File: config.mk
export PLATFORM = sky130hd
export DESIGN_NAME = wb_writeback
export DESIGN_NICKNAME = d
export VERILOG_FILES = /design/src/rtl/wb_writeback.sv
export SDC_FILE = /design/constraint.sdc
export NUM_CORES = 1
export LEC_CHECK = 0
export ABC_CLOCK_PERIOD_IN_PS = 5200
export CORE_ASPECT_RATIO = 1.2
export CORE_MARGIN = 2
export CORE_UTILIZATION = 40
export DETAILED_ROUTE_END_ITERATION = 8
export GPL_ROUTABILITY_DRIVEN = 0
export HOLD_SLACK_MARGIN = 0.08
export PLACE_DENSITY_LB_ADDON = 0.05
export SETUP_SLACK_MARGIN = 0.2
export SLEW_MARGIN = 20
export SYNTH_ARGS = -nofsm -noshare
export SYNTH_HDL_FRONTEND = slang
export SYNTH_SLANG_ARGS = --single-unit
File: constraint.sdc
create_clock -name clk -period 5.2 [get_ports clk]
set_input_delay 1.04 -clock clk [delete_from_list [all_inputs] [get_ports clk]]
set_output_delay 1.04 -clock clk [all_outputs]
set_load 0.005 [all_outputs]
File: src/rtl/wb_writeback.sv
`default_nettype none
// ============================================================================
// Module   : wb_writeback
// Purpose  : MIPS32 writeback stage; retires one instruction per accept, aligns
//            load data and drives the register-file write port plus ID bypass.
// Revision : 1.0  initial release
// ============================================================================
module wb_writeback #(
  parameter int RW = 5,
  parameter int W  = 32
) (
  input  logic          clk,
  input  logic          rst,
  input  logic          in_valid,
  output logic          in_ready,
  input  logic          in_wreg_en,
  input  logic [RW-1:0] in_wreg_addr,
  input  logic [W-1:0]  in_alu_result,
  input  logic          in_is_load,
  input  logic [2:0]    in_load_type,
  input  logic [1:0]    in_byte_off,
  input  logic          dmem_rvalid,
  input  logic [W-1:0]  dmem_rdata,
  output logic          write_en,
  output logic [RW-1:0] write_addr,
  output logic [W-1:0]  write_data,
  output logic          fwd_valid,
  output logic [RW-1:0] fwd_addr,
  output logic [W-1:0]  fwd_data,
  output logic          misalign_err,
  output logic [31:0]   retired_count
);

  localparam logic [2:0] c_LW  = 3'd0;
  localparam logic [2:0] c_LH  = 3'd1;
  localparam logic [2:0] c_LHU = 3'd2;
  localparam logic [2:0] c_LB  = 3'd3;
  localparam logic [2:0] c_LBU = 3'd4;

  typedef enum logic [0:0] {
    S_IDLE      = 1'b0,
    S_WAIT_LOAD = 1'b1
  } state_t;

  state_t        r_state;
  state_t        w_state_next;
  logic          r_ld_wreg_en;
  logic [RW-1:0] r_ld_addr;
  logic [2:0]    r_ld_type;
  logic [1:0]    r_ld_off;
  logic          r_write_en;
  logic [RW-1:0] r_write_addr;
  logic [W-1:0]  r_write_data;
  logic          r_misalign;
  logic [31:0]   r_retired;

  logic          w_accept;
  logic          w_ld_legal;
  logic [W-1:0]  w_ld_data;
  logic [15:0]   w_half;
  logic [7:0]    w_byte;
  logic          w_ld_write;

  assign in_ready = (r_state == S_IDLE) && rst;
  assign w_accept = in_valid && in_ready;

  // Lane selection is driven by the offset captured at accept time.
  assign w_half = r_ld_off[1] ? dmem_rdata[31:16] : dmem_rdata[15:0];
  assign w_byte = dmem_rdata[{r_ld_off, 3'b000} +: 8];

  always_comb begin
    w_ld_legal = 1'b0;
    w_ld_data  = '0;
    case (r_ld_type)
      c_LW: begin
        w_ld_legal = (r_ld_off == 2'd0);
        w_ld_data  = dmem_rdata;
      end
      c_LH: begin
        w_ld_legal = ~r_ld_off[0];
        w_ld_data  = {{(W-16){w_half[15]}}, w_half};
      end
      c_LHU: begin
        w_ld_legal = ~r_ld_off[0];
        w_ld_data  = {{(W-16){1'b0}}, w_half};
      end
      c_LB: begin
        w_ld_legal = 1'b1;
        w_ld_data  = {{(W-8){w_byte[7]}}, w_byte};
      end
      c_LBU: begin
        w_ld_legal = 1'b1;
        w_ld_data  = {{(W-8){1'b0}}, w_byte};
      end
      default: begin
        w_ld_legal = 1'b0;
        w_ld_data  = '0;
      end
    endcase
  end

  assign w_ld_write = r_ld_wreg_en && (r_ld_addr != '0) && w_ld_legal;

  always_comb begin
    w_state_next = r_state;
    case (r_state)
      S_IDLE:      if (w_accept && in_is_load) w_state_next = S_WAIT_LOAD;
      S_WAIT_LOAD: if (dmem_rvalid)            w_state_next = S_IDLE;
      default:     w_state_next = S_IDLE;
    endcase
  end

  always_ff @(posedge clk) begin
    if (!rst) begin
      r_state      <= S_IDLE;
      r_write_en   <= 1'b0;
      r_write_addr <= '0;
      r_write_data <= '0;
      r_misalign   <= 1'b0;
      r_retired    <= '0;
      r_ld_wreg_en <= 1'b0;
      r_ld_addr    <= '0;
      r_ld_type    <= '0;
      r_ld_off     <= '0;
    end else begin
      r_state    <= w_state_next;
      r_write_en <= 1'b0;
      r_misalign <= 1'b0;
      if (r_state == S_IDLE && w_accept) begin
        if (in_is_load) begin
          r_ld_wreg_en <= in_wreg_en;
          r_ld_addr    <= in_wreg_addr;
          r_ld_type    <= in_load_type;
          r_ld_off     <= in_byte_off;
        end else begin
          r_retired <= r_retired + 32'd1;
          // Address/data only move with a real write so they hold otherwise.
          if (in_wreg_en && in_wreg_addr != '0) begin
            r_write_en   <= 1'b1;
            r_write_addr <= in_wreg_addr;
            r_write_data <= in_alu_result;
          end
        end
      end else if (r_state == S_WAIT_LOAD && dmem_rvalid) begin
        r_retired  <= r_retired + 32'd1;
        r_misalign <= ~w_ld_legal;
        if (w_ld_write) begin
          r_write_en   <= 1'b1;
          r_write_addr <= r_ld_addr;
          r_write_data <= w_ld_data;
        end
      end
    end
  end

  assign write_en      = r_write_en;
  assign write_addr    = r_write_addr;
  assign write_data    = r_write_data;
  assign misalign_err  = r_misalign;
  assign retired_count = r_retired;
  assign fwd_valid     = r_write_en;
  assign fwd_addr      = r_write_addr;
  assign fwd_data      = r_write_data;

endmodule
`default_nettype wire

==> flow_summary.ini <==
[global_route]
grt_max_degree = 61
overflow = 0
grtUsageTotal_pct = 22.4
antenna_found_initial = 0
grt_pass1_wl_um = 22300
grt_pass1_vias = 4362

[logic_synthesis]
synth.area.mux_share_pct = 4.88
syn_area_sq_um = 4700
synth_top_family_by_area = compound AO/OA/AOI/OAI gates
synth.distinct_cells = 54
synthAdderAreaFrac_pct = 0.266
synth-simple-area-share_pct = 18.8
ys_warn_count = 0
synth_xor_area_share_pct = 4.10
synth_area_per_cell_sq_um = 8.33
syn_nets = 645
ys.flop_type = dfxtp_1
synth_edf_count = 0
synth_compound_area_share_pct = 25.2
synth-seq-cells = 83
synthArstFlopShare_pct = 0
seq_area_frac_synth_pct = 35.4
syn_inst = 564

[timing]
setup-tns-final_ns = 0
skew_ns = 0.00680
min_period_over_period_pct = 73.3
slew_headroom_pct = 27.6
hold_viol = 0
final-setup-viol-count = 0
worstMarginPinSlew_ns = 1.08
rsz0062_at_grt = false
fmax_ghz = 0.262
holdWs_ns = 0.463
finalMaxSlewViolations = 0
finalCriticalPeriod_ns = 3.81

[cts]
cts_resized = 0
cts_buffers = 9
ctsHoldBuffers = 0
cts_num_sinks = 83
root_buffer = clkbuf_16
postCtsSetupBuffers = 0
cts_buffer_depth = 2
cts_tree = built
clkSlewWorstSetupHoldPaths_ns = 0.06
htreeDepth = 3
clk-insertion-delay-late_ns = 0.34

[critical_path]
crit_required_ns = 4.16
path_max_fanout = 17
critPathSlowestCell = clkdlybuf4s50_1
max_stage_delay_ns = 0.88
path_common_cell = clkdlybuf4s50_1
crit_path_end_kind = output pin
cp_data_arrival_time_ns = 2.77
cp_cell_sequence = clkdlybuf4s50_1 > nor2b_1 > clkdlybuf4s50_1
cp-start-kind = primary input
regToRegSetupSlack_ns = 1.93
critPathKind = primary input to output pin

[floorplan]
start_util_pct = 40.8
core_area_sq_um = 11500
dieHeight_um = 123
io_pins = 190
die_area_sq_um = 12600
die_w_um = 103
placementRows = 43

[drt]
drcViolationCount = 0
drt-total-wl_um = 14600
wire_per_inst_um = 17.2
drt-pass1-iter-count = 7
first_iter_violations = 195
drtAntennaViolNets = 0
num_vias = 4678
via_per_inst = 5.52

[pwr]
power_frac_seq_pct = 43.2
total_power_uw = 1520
pwr-share-clk_pct = 42.2
p_per_area_nw_per_um2 = 229
swShare_pct = 24.5
intPower_uw = 1150
power_leakage_uw = 0.00210
p_comb_share_pct = 14.6
p_sw_uw = 374
worst_ir_drop_vdd_mv = 0.156

[placement]
dpl.hpwl_um = 10600
port_buffers = 189

[layout]
syn_to_final_growth_pct = 41.8
layout-drive-gt1-share_pct = 7.97
final_nets = 767
regArea_sq_um = 1660
n_antenna_cell = 0
multi_input_area_sq_um = 2500
fill_cells = 1088

[worst_hold_path]
hp-class = flip-flop to flip-flop

[run_status]
outcome = complete, no violations

[run]
maxCapViolCount = 0
==> final timing paths <==
| path | start | to | depth (start not counted) |
|---|---|---|---|
| hold reg to reg | r_ld_wreg_en | r_ld_wreg_en | 2 |
| hold / removal | r_ld_wreg_en | r_ld_wreg_en | 2 |
| setup reg to reg | r_ld_type[1] | fwd_addr[3] | 7 |
| setup / recovery | rst | in_ready | 3 |
==> flip-flops by register name, summed over array words and instances, names as in the netlist <==
name	count
r_ld_addr	5
fwd_data	32
r_ld_type	3
fwd_addr	5
retired_count	32
r_ld_off	2
misalign_err	1
r_state	1
r_ld_wreg_en	1
fwd_valid	1
==> Yosys cell counts (7+ instances only) <==
| cell | instances | share of area (%) |
|---|---|---|
| a31oi_1 | 7 | 0.93 |
| nor2b_1 | 10 | 1.3 |
| a221oi_1 | 17 | 3.2 |
| nand2_1 | 58 | 4.6 |
| a211oi_1 | 23 | 3.7 |
| buf_2 | 10 | 1.1 |
| o221a_2 | 9 | 2.2 |
| nand4_1 | 15 | 2.0 |
| nor3_1 | 9 | 0.96 |
| dfxtp_1 | 83 | 35 |
| nor4_1 | 9 | 1.2 |
| clkbuf_1 | 33 | 2.6 |
| or3_1 | 9 | 1.2 |
| xnor2_1 | 18 | 3.4 |
| o21ai_0 | 18 | 1.9 |
| nor2_1 | 28 | 2.2 |
| a21oi_1 | 51 | 5.4 |
| buf_4 | 39 | 6.2 |
| mux2_2 | 15 | 3.6 |
| a32o_1 | 7 | 1.5 |
| o2111ai_1 | 9 | 1.7 |
| inv_1 | 14 | 1.1 |
| a222oi_1 | 7 | 1.5 |
==> final cells by class <==
cell class	instances	share of cell area [%]
inverter	15	0.846
timing repair buffer	196	29.2
clock inverter	4	0.771
clock buffer	11	3.65
multi-input combinational	381	37.6
sequential	83	25.0
tap	157	2.95
==> layer usage <==
layer	wire length [um]	share of wire, %	vias up	track usage, %
li1	-	-	2289	-
met1	6050	41	2201	28.2
met2	7180	49	174	37.7
met3	1130	7.7	14	4.73
met4	227	1.6	0	7.81
met5	0	0	-	0
==> metrics by stage <==
step | instance area (sq um) | utilization, % | setup slack [ns] | cells
CTS | 6660 | 57.8 | 1.39 | 847
floorplan | 4700 | - | 2.49 | 564
detailed placement | 6360 | 55.3 | 1.24 | 832
global placement | 6360 | 55.3 | 1.36 | 832
global route | 6660 | 57.8 | 1.29 | 847
finish | 6660 | 57.8 | 1.39 | 847
==> power by group through the flow <==
stage,clock network [uW],logic [uW],registers (uW)
3_5_place_dp,0,221,673
6_report,644,222,659
3_3_place_gp,0,219,673
4_1_cts,654,222,659
2_1_floorplan,0,115,667
5_1_grt,677,239,661
==> worst max-delay path: cells and delay by family <==
| kind | cells | cell delay [ns] |
|---|---|---|
| simple gates | 1 | 0.29 |
| buf+inv | 2 | 1.44 |
==> layout by cell type (no fill, tap or decap), types with 2 or more instances in the layout <==
cell type	count
clkdlybuf4s50_1	189
dfxtp_1	83
nand2_1	58
a21oi_1	51
nor2_1	28
a211oi_1	23
xnor2_1	18
o21ai_0	18
a221oi_1	17
nand4_1	15
mux2_2	15
inv_1	14
nor2b_1	10
nor4_1	9
o2111ai_1	9
nor3_1	9
or3_1	9
o221a_2	9
clkbuf_16	9
a31oi_1	7
a32o_1	7
a222oi_1	7
buf_4	7
nand3_1	6
mux2i_1	6
a311oi_1	5
nand2b_1	5
and2_1	4
and3_1	4
xor2_1	4
o21a_1	4
and4_1	3
or4_1	2
==> kinds of logic after synthesis <==
family,count (synthesis)
AND/OR/NAND/NOR,171
AO/OA/AOI/OAI,166
buffers and inverters,100
flip-flops,83
XOR/XNOR,22
multiplexers,21
adder cells (fa/ha/maj),1
No activity file was read; power rests on OpenSTA's default activity.
